===== src/rtl/dog_plane_gen.sv =====
// Difference-of-Gaussians plane generator: streams adjacent blurred-scale BRAM pairs
// and writes fuzzier - sharper for every pixel of every plane.
module dog_plane_gen #(
   parameter int unsigned DIMENSION    = 64,
   parameter int unsigned PIX_WIDTH    = 8,
   parameter int unsigned NUM_SCALES   = 3,
   parameter int unsigned READ_LATENCY = 2,
   localparam int unsigned N  = DIMENSION * DIMENSION,
   localparam int unsigned P  = NUM_SCALES - 1,
   localparam int unsigned AW = $clog2(N),
   localparam int unsigned SW = (P > 1) ? $clog2(P) : 1
) (
   input  logic                        clk,
   input  logic                        rst_in,
   input  logic                        start,
   input  logic                        bram_ready,
   input  logic [PIX_WIDTH-1:0]        sharper_pix,
   input  logic [PIX_WIDTH-1:0]        fuzzier_pix,
   output logic [AW-1:0]               rd_addr,
   output logic [SW-1:0]               scale_sel,
   output logic [AW-1:0]               wr_addr,
   output logic [SW-1:0]               wr_plane,
   output logic signed [PIX_WIDTH:0]   data_out,
   output logic                        wea,
   output logic                        busy,
   output logic                        done,
   output logic [1:0]                  state_num
);

   localparam int unsigned DW = $clog2(READ_LATENCY + 1);

   typedef enum logic [1:0] {
      S_IDLE  = 2'd0,
      S_READ  = 2'd1,
      S_DRAIN = 2'd2,
      S_DONE  = 2'd3
   } state_t;

   state_t                 r_state;
   state_t                 w_next_state;
   logic                   w_issue;
   logic                   w_last_addr;
   logic                   w_last_plane;
   logic [PIX_WIDTH:0]     w_diff;
   logic [AW-1:0]          r_rd_addr;
   logic [SW-1:0]          r_scale_sel;
   logic [DW-1:0]          r_drain_cnt;
   logic                   r_vld       [READ_LATENCY];
   logic [AW-1:0]          r_tag_addr  [READ_LATENCY];
   logic [SW-1:0]          r_tag_plane [READ_LATENCY];
   logic                   r_wea;
   logic [AW-1:0]          r_wr_addr;
   logic [SW-1:0]          r_wr_plane;
   logic [PIX_WIDTH:0]     r_data_out;
   logic                   r_busy;
   logic                   r_done;

   always_ff @(posedge clk) begin : state_reg
      if (rst_in) r_state <= S_IDLE;
      else        r_state <= w_next_state;
   end

   always_comb begin : next_state
      w_next_state = r_state;
      w_issue      = 1'b0;
      w_last_addr  = (r_rd_addr == AW'(N - 1));
      w_last_plane = (r_scale_sel == SW'(P - 1));
      w_diff       = {1'b0, fuzzier_pix} - {1'b0, sharper_pix};
      case (r_state)
         S_IDLE:  if (start) w_next_state = S_READ;
         S_READ: begin
            w_issue = bram_ready;
            if (bram_ready && w_last_addr && w_last_plane) w_next_state = S_DRAIN;
         end
         S_DRAIN: if (r_drain_cnt == DW'(READ_LATENCY)) w_next_state = S_DONE;
         S_DONE:  w_next_state = S_IDLE;
         default: w_next_state = S_IDLE;
      endcase
   end

   // Read address / scale walk; planes chain back-to-back with no bubble.
   always_ff @(posedge clk) begin : read_walk
      if (rst_in) begin
         r_rd_addr   <= '0;
         r_scale_sel <= '0;
         r_drain_cnt <= '0;
      end else begin
         if (r_state == S_IDLE && start) begin
            r_rd_addr   <= '0;
            r_scale_sel <= '0;
         end else if (w_issue) begin
            if (w_last_addr) begin
               r_rd_addr <= '0;
               if (!w_last_plane) r_scale_sel <= r_scale_sel + SW'(1);
            end else begin
               r_rd_addr <= r_rd_addr + AW'(1);
            end
         end
         r_drain_cnt <= (r_state == S_DRAIN) ? r_drain_cnt + DW'(1) : '0;
      end
   end

   // Tag pipeline matches the BRAM latency; it shifts even while issue is stalled.
   always_ff @(posedge clk) begin : tag_pipe
      if (rst_in) begin
         for (int unsigned i = 0; i < READ_LATENCY; i++) begin
            r_vld[i]       <= 1'b0;
            r_tag_addr[i]  <= '0;
            r_tag_plane[i] <= '0;
         end
      end else begin
         r_vld[0]       <= w_issue;
         r_tag_addr[0]  <= r_rd_addr;
         r_tag_plane[0] <= r_scale_sel;
         for (int unsigned i = 1; i < READ_LATENCY; i++) begin
            r_vld[i]       <= r_vld[i-1];
            r_tag_addr[i]  <= r_tag_addr[i-1];
            r_tag_plane[i] <= r_tag_plane[i-1];
         end
      end
   end

   always_ff @(posedge clk) begin : write_port
      if (rst_in) begin
         r_wea      <= 1'b0;
         r_wr_addr  <= '0;
         r_wr_plane <= '0;
         r_data_out <= '0;
         r_busy     <= 1'b0;
         r_done     <= 1'b0;
      end else begin
         r_wea <= r_vld[READ_LATENCY-1];
         if (r_vld[READ_LATENCY-1]) begin
            r_wr_addr  <= r_tag_addr[READ_LATENCY-1];
            r_wr_plane <= r_tag_plane[READ_LATENCY-1];
            r_data_out <= w_diff;
         end
         r_busy <= (w_next_state == S_READ) || (w_next_state == S_DRAIN);
         r_done <= (w_next_state == S_DONE);
      end
   end

   assign rd_addr   = r_rd_addr;
   assign scale_sel = r_scale_sel;
   assign wr_addr   = r_wr_addr;
   assign wr_plane  = r_wr_plane;
   assign data_out  = $signed(r_data_out);
   assign wea       = r_wea;
   assign busy      = r_busy;
   assign done      = r_done;
   assign state_num = r_state;

endmodule

===== config.mk =====
export PLATFORM = sky130hd
export DESIGN_NAME = dog_plane_gen
export DESIGN_NICKNAME = d
export VERILOG_FILES = /design/src/rtl/dog_plane_gen.sv
export SDC_FILE = /design/constraint.sdc
export NUM_CORES = 1
export LEC_CHECK = 0
export ABC_AREA = 1
export BUFFER_PORTS_ARGS = -buffer_cell sky130_fd_sc_hd__buf_4
export CORE_MARGIN = 1
export CORE_UTILIZATION = 30
export CTS_BUF_LIST = sky130_fd_sc_hd__clkbuf_4 sky130_fd_sc_hd__clkbuf_8
export CTS_CLUSTER_DIAMETER = 60
export DETAILED_ROUTE_END_ITERATION = 8
export MAX_ROUTING_LAYER = met4
export PLACE_DENSITY = 0.55
export SETUP_SLACK_MARGIN = 0.1
export SYNTH_ARGS = -nofsm -noshare
export SYNTH_HDL_FRONTEND = slang
export SYNTH_SLANG_ARGS = --single-unit

===== constraint.sdc =====
create_clock -name clk -period 3.3 [get_ports clk]
set_clock_uncertainty 0.15 [all_clocks]
set_input_delay 0.165 -clock clk [delete_from_list [all_inputs] [get_ports clk]]
set_output_delay 0.165 -clock clk [all_outputs]
set_load 0.01 [all_outputs]

Yosys cells after proc, flatten, opt, wreduce, memory -nomap -nowiden:

Memory sizes are Yosys's and may differ from the RTL's. A register that Yosys moved wholly into a read port is not among the register bits.
Cells that the tools add are included.

* logic and storage cells: 54
* register bits: 29
* memories kept: 3
* RAM bits: 28
* input bits: 20

Memories
* r_tag_addr: words 2, width 12, read ports 2, clocked after Yosys merged registers in 1, write ports 2, RTL line 49 `logic [AW-1:0] r_tag_addr [READ_LATENCY];`
* r_tag_plane: words 2, width 1, read ports 2, clocked after Yosys merged registers in 1, write ports 2, RTL line 50 `logic [SW-1:0] r_tag_plane [READ_LATENCY];`
* r_vld: words 2, width 1, read ports 2, clocked after Yosys merged registers in 0, write ports 2, RTL line 48 `logic r_vld [READ_LATENCY];`

* multiplexer cells: 16
* add/subtract/negate cells: 4
* bitwise gates (word level): 7
* eq/ne operators: 8
* reduce and logical (&&, ||, !) cells: 8

Operators by type and width (count)
* 2-to-1 mux 12 bit: 3
* adder 12 x 1 -> 12 bit (second input constant): 1
* == test 12 bit (second input constant): 1
* == test 2 bit (second input constant): 5
* 2-to-1 mux 1 bit: 9
* subtractor 8 x 8 -> 9 bit: 1
* case mux 2 bit (4 select lines): 1
* 2-to-1 mux 2 bit: 3
* bitwise OR 1 bit: 6
* == test 2 x 1 -> 1 bit (second input constant): 2
* OR reduction 2 bit: 2
* logical AND 1 bit: 3
* adder 2 x 1 -> 2 bit (second input constant): 1
* zero test 2 bit: 1
* AND reduction 2 bit: 1
* adder 1 bit (second input constant): 1
* logical OR 1 bit: 1
* NOT 1 bit: 1

Longest topological paths before layout:

* depth in word-level cells: 7
* depth in mapped cells: 11

Least setup slack after synthesis:

OpenSTA, ideal clock, no wires.

* path type: register -> register
* start: register r_rd_addr[0], in the netlist rd_addr[0]
* end: register r_busy, in the netlist busy
* data arrival time: 1.385 ns
* setup time: 0.117 ns
* path buffers: 0
* path slack: 1.648 ns
* data required time: 3.033 ns
* cell stages (with the launch flop): 12
* cells stage by stage: dfxtp_1 > ha_1 > inv_1 > nor2_1 > nand2_1 > inv_1 > nand3b_1 > nand2_1 > nand2_1 > ha_1 > inv_1 > nor2_1

* cells in the longest elaborated chain, start to end: 7
* elaborated cells on any way between the ends: 8

Ends and longest elaborated chain
* from (decl): RTL line 45 `logic [AW-1:0] r_rd_addr;`
* from (signal assigned): RTL line 96 `r_rd_addr <= r_rd_addr + AW'(1);`
* == test 12 bit *: RTL line 66 `w_last_addr = (r_rd_addr == AW'(N - 1));`
* logical AND 1 bit * (2 in series): RTL line 73 `if (bram_ready && w_last_addr && w_last_plane) w_next_state = S_DRAIN;`
* 2-to-1 mux 2 bit *: RTL line 73
* case mux 2 bit (4 select lines) *: RTL line 69 `case (r_state)`
* == test 2 x 1 -> 1 bit / == test 2 bit (equally long branches): RTL line 138 `r_busy <= (w_next_state == S_READ) || (w_next_state == S_DRAIN);`
* logical OR 1 bit *: RTL line 138
* to (signal assigned): RTL line 138
* to (decl): RTL line 55 `logic r_busy;`

Every way passes the cells marked *; elsewhere a longest branch is shown, timed or not.
A chain may end at the register's enable or synchronous reset.

Worst setup path after layout:

* start: input sharper_pix[0]
* end: register r_data_out[4], in the netlist data_out[4]

* cells in the longest elaborated chain, start to end: 1

Ends and longest elaborated chain
* from (decl): RTL line 17 `input logic [PIX_WIDTH-1:0] sharper_pix,`
* subtractor 8 x 8 -> 9 bit: RTL line 68 `w_diff = {1'b0, fuzzier_pix} - {1'b0, sharper_pix};`
* to (signal assigned): RTL line 136 `r_data_out <= w_diff;`
* to (decl): RTL line 54 `logic [PIX_WIDTH:0] r_data_out;`

No other way between the ends.

==> results by group <==
Worst setup path
  – Critical path endpoint category: flip-flop
  – CP top delay family: buffers and inverters
  – Max incr delay on CP: 0.54 ns
  – R2R setup slack: 1.52 ns
  – Worst Path Buf+Inv: 4
  – Cells along the critical path: dlygate4sd3_1 -> buf_4 -> ha_1 -> fa_1 -> inv_1 -> nand3_1 -> nand3_1 -> xor2_1 -> o21ai_0 -> inv_1
  – Startpoint type of the worst setup path: input pin
  – CP required: 3.37 ns
  – CP max stage cell: dlygate4sd3_1
  – Data arrival time of the worst path: 2.05 ns
  – CP max FO: 2
  – WS Path Type: input pin to flip-flop

Routing
  – Final ANT Viol Nets: 0
  – Vias: 2439
  – Total iterations of the first detailed-routing run: 4
  – Total routed wirelength: 6030 µm
  – Drt drc: 0
  – DR vias/cell: 4.17
  – Wire per inst: 10.3 µm
  – 1st-iter DRT viols: 72

STA
  – Fin. max-slew vios: 0
  – Min cycle time layout: 1.97 ns
  – Period utilization: 0.598
  – Setup TNS: 0 ns
  – Min setup slack post-route: 1.33 ns
  – Least-Margin Pin Slew: 0.578 ns
  – Max Clk Rate: 506 MHz
  – Slew Limit Headroom: 0.615
  – RSZ-0062 raised after global routing: false
  – Setup-failing EPs final: 0
  – Final Hold Fails: 0

Global route
  – Grt total ovfl: 0
  – Total GRT Usage: 0.128
  – Vias in the first global route: 2267
  – Global-route wire length before repair: 9940 µm
  – Initial antenna violation count: 0
  – Pin count of the biggest net entering global routing: 59

Synthesis
  – #FFs+latches synth: 70
  – Gate Count Post-Synth: 390
  – Syn avg cell area: 7.46 µm²
  – Post-Synthesis Cell Area: 0.00291 mm²
  – Post-synthesis sequential area ratio: 0.482
  – Syn nets: 422
  – Yosys warning count: 0
  – Yosys cell types: 29

Placed design
  – DP Cell Count: 569
  – HPWL Detailed: 4430 µm
  – GP Congestion: 0.873
  – Pre-CTS setup slack: 1.53 ns
  – I/O Buffers: 59

Clock tree
  – Clock buffer depth: 2
  – CTS tree: done
  – CTS Root Cell: clkbuf_8
  – Clock slew seen by the registers of the worst setup and hold paths: 0.07 ns
  – CTS Sinks: 70
  – CTS Buf Count: 9
  – Number of H-tree levels: 3
  – Worst skew pair latency: 0.33 ns

Floorplan
  – Initial Util: 0.312
  – Core area: 0.00933 mm²
  – Die ar.: 0.0101 mm²
  – Rows: 35
  – I/O pin count: 60
  – Die Height: 100 µm
  – Die width: 100 µm

Power and ir drop
  – Pleak: 1.69 nW
  – Design Power: 1.69 mW
  – Peak supply drop: 0.161 mV
  – Power Density: 458 mW/mm²

Layout
  – P&R area growth vs syn: 26.8%
  – Final core area utilization: 0.395
  – Share of layout cells above drive strength 1: 0.191
  – Antenna Diode Count: 0
  – Layout Nets: 484
  – Non-Filler Instances: 585
  – Most frequent cells in the layout: nand2_1, inv_1, nor2_1, dfxtp_1, buf_4
  – Most common cell after layout, fill and taps aside: nand2_1

Min path
  – Worst hold path class: input pin to flip-flop

Status
  – Status: complete, no violations

Run
  – Max_cap viols: 0
[synth_stat cells (all sizes together)]
library cell  instances  area share
o21ai                 5      0.0099
nor3b                 1      0.0026
clkbuf                3      0.0039
inv                  73       0.094
nand2                82        0.11
nor2                 73        0.10
nor3                  7       0.016
nand3                20       0.036
buf                   7       0.012
ha                   11       0.047
a21oi                24       0.041
o21a                  1      0.0026
fa                    1      0.0069
nand4                 1      0.0022
nand3b                1      0.0026
xnor2                 1      0.0030
dfxtp                70        0.48
xor2                  5       0.015
a211oi                3      0.0095
clkinv                1      0.0013
[sequential cells by signal (all words and copies together), names as in the netlist]
signal / count
r_tag_addr: 24
rd_addr: 12
wr_addr: 12
data_out: 9
r_drain_cnt: 2
r_tag_plane: 2
r_vld: 2
state_num: 2
busy: 1
done: 1
scale_sel: 1
wea: 1
wr_plane: 1
[through the flow]
stage	area (µm²)	hold WS, ns
2_1_floorplan	2910	0.212
3_3_place_gp	3470	0.239
3_5_place_dp	3470	0.245
4_1_cts	3690	0.0218
5_1_grt	3690	0.0448
6_report	3690	0.0373
[kinds of logic (layout without fill, tap and decap cells)]
logic type / Yosys count / in the layout / synth area share
xor gates and xnor gates: 6 / 6 / 0.0181
and+or+nand+nor: 185 / 185 / 0.272
adders and majority gates: 12 / 12 / 0.0542
buffers and inverters: 84 / 150 / 0.111
DFF: 70 / 70 / 0.482
AOI/OAI and AO/OA: 33 / 33 / 0.0633
[what timing repair did]
item                      in CTS  in global routing
hold buffers                   1                  0
hold endpoints to repair       1                  0
buffers inserted               0                  0
gates resized for setup        0                  0
[per-layer routing]
layer / wire length, µm / GRT usage / vias to the layer above
li1: - / - / 1307
met1: 3030 / 0.159 / 1056
met2: 2590 / 0.204 / 66
met3: 330 / 0.0277 / 10
met4: 84 / 0.0502 / 0
met5: 0 / - / -
[layout make-up]
type                            count  area [µm²]
Tap cell                          129         161
Clock buffer                       12         159
Inverter                           74         278
Fill cell                        1007        5640
Multi-Input combinational cell    236        1180
Clock inverter                      3        43.8
Sequential cell                    70        1400
Timing Repair Buffer               61         460
[final timing paths]
path,startpoint,endpoint,cells after the start
max,sharper_pix[0],data_out[4]$_SDFFE_PP0P_,10
min,bram_ready,r_vld[0][0]$_SDFF_PP0_,3
max reg2reg,rd_addr[0]$_SDFFE_PP0P_,busy$_SDFF_PP0_,11
min reg2reg,r_tag_addr[0][4]$_SDFF_PP0_,r_tag_addr[1][4]$_SDFF_PP0_,2
[report_power, final]
group	switching [mW]	internal [mW]
clock	0.299	0.395
combinational	0.0818	0.0563
sequential	0.00440	0.852
[tightest hold or removal path: stages]
cell and delay [ns]:
buf_4 0.10, nand2_4 0.11, nor2_1 0.10
Power figures use the tool's default switching activity.
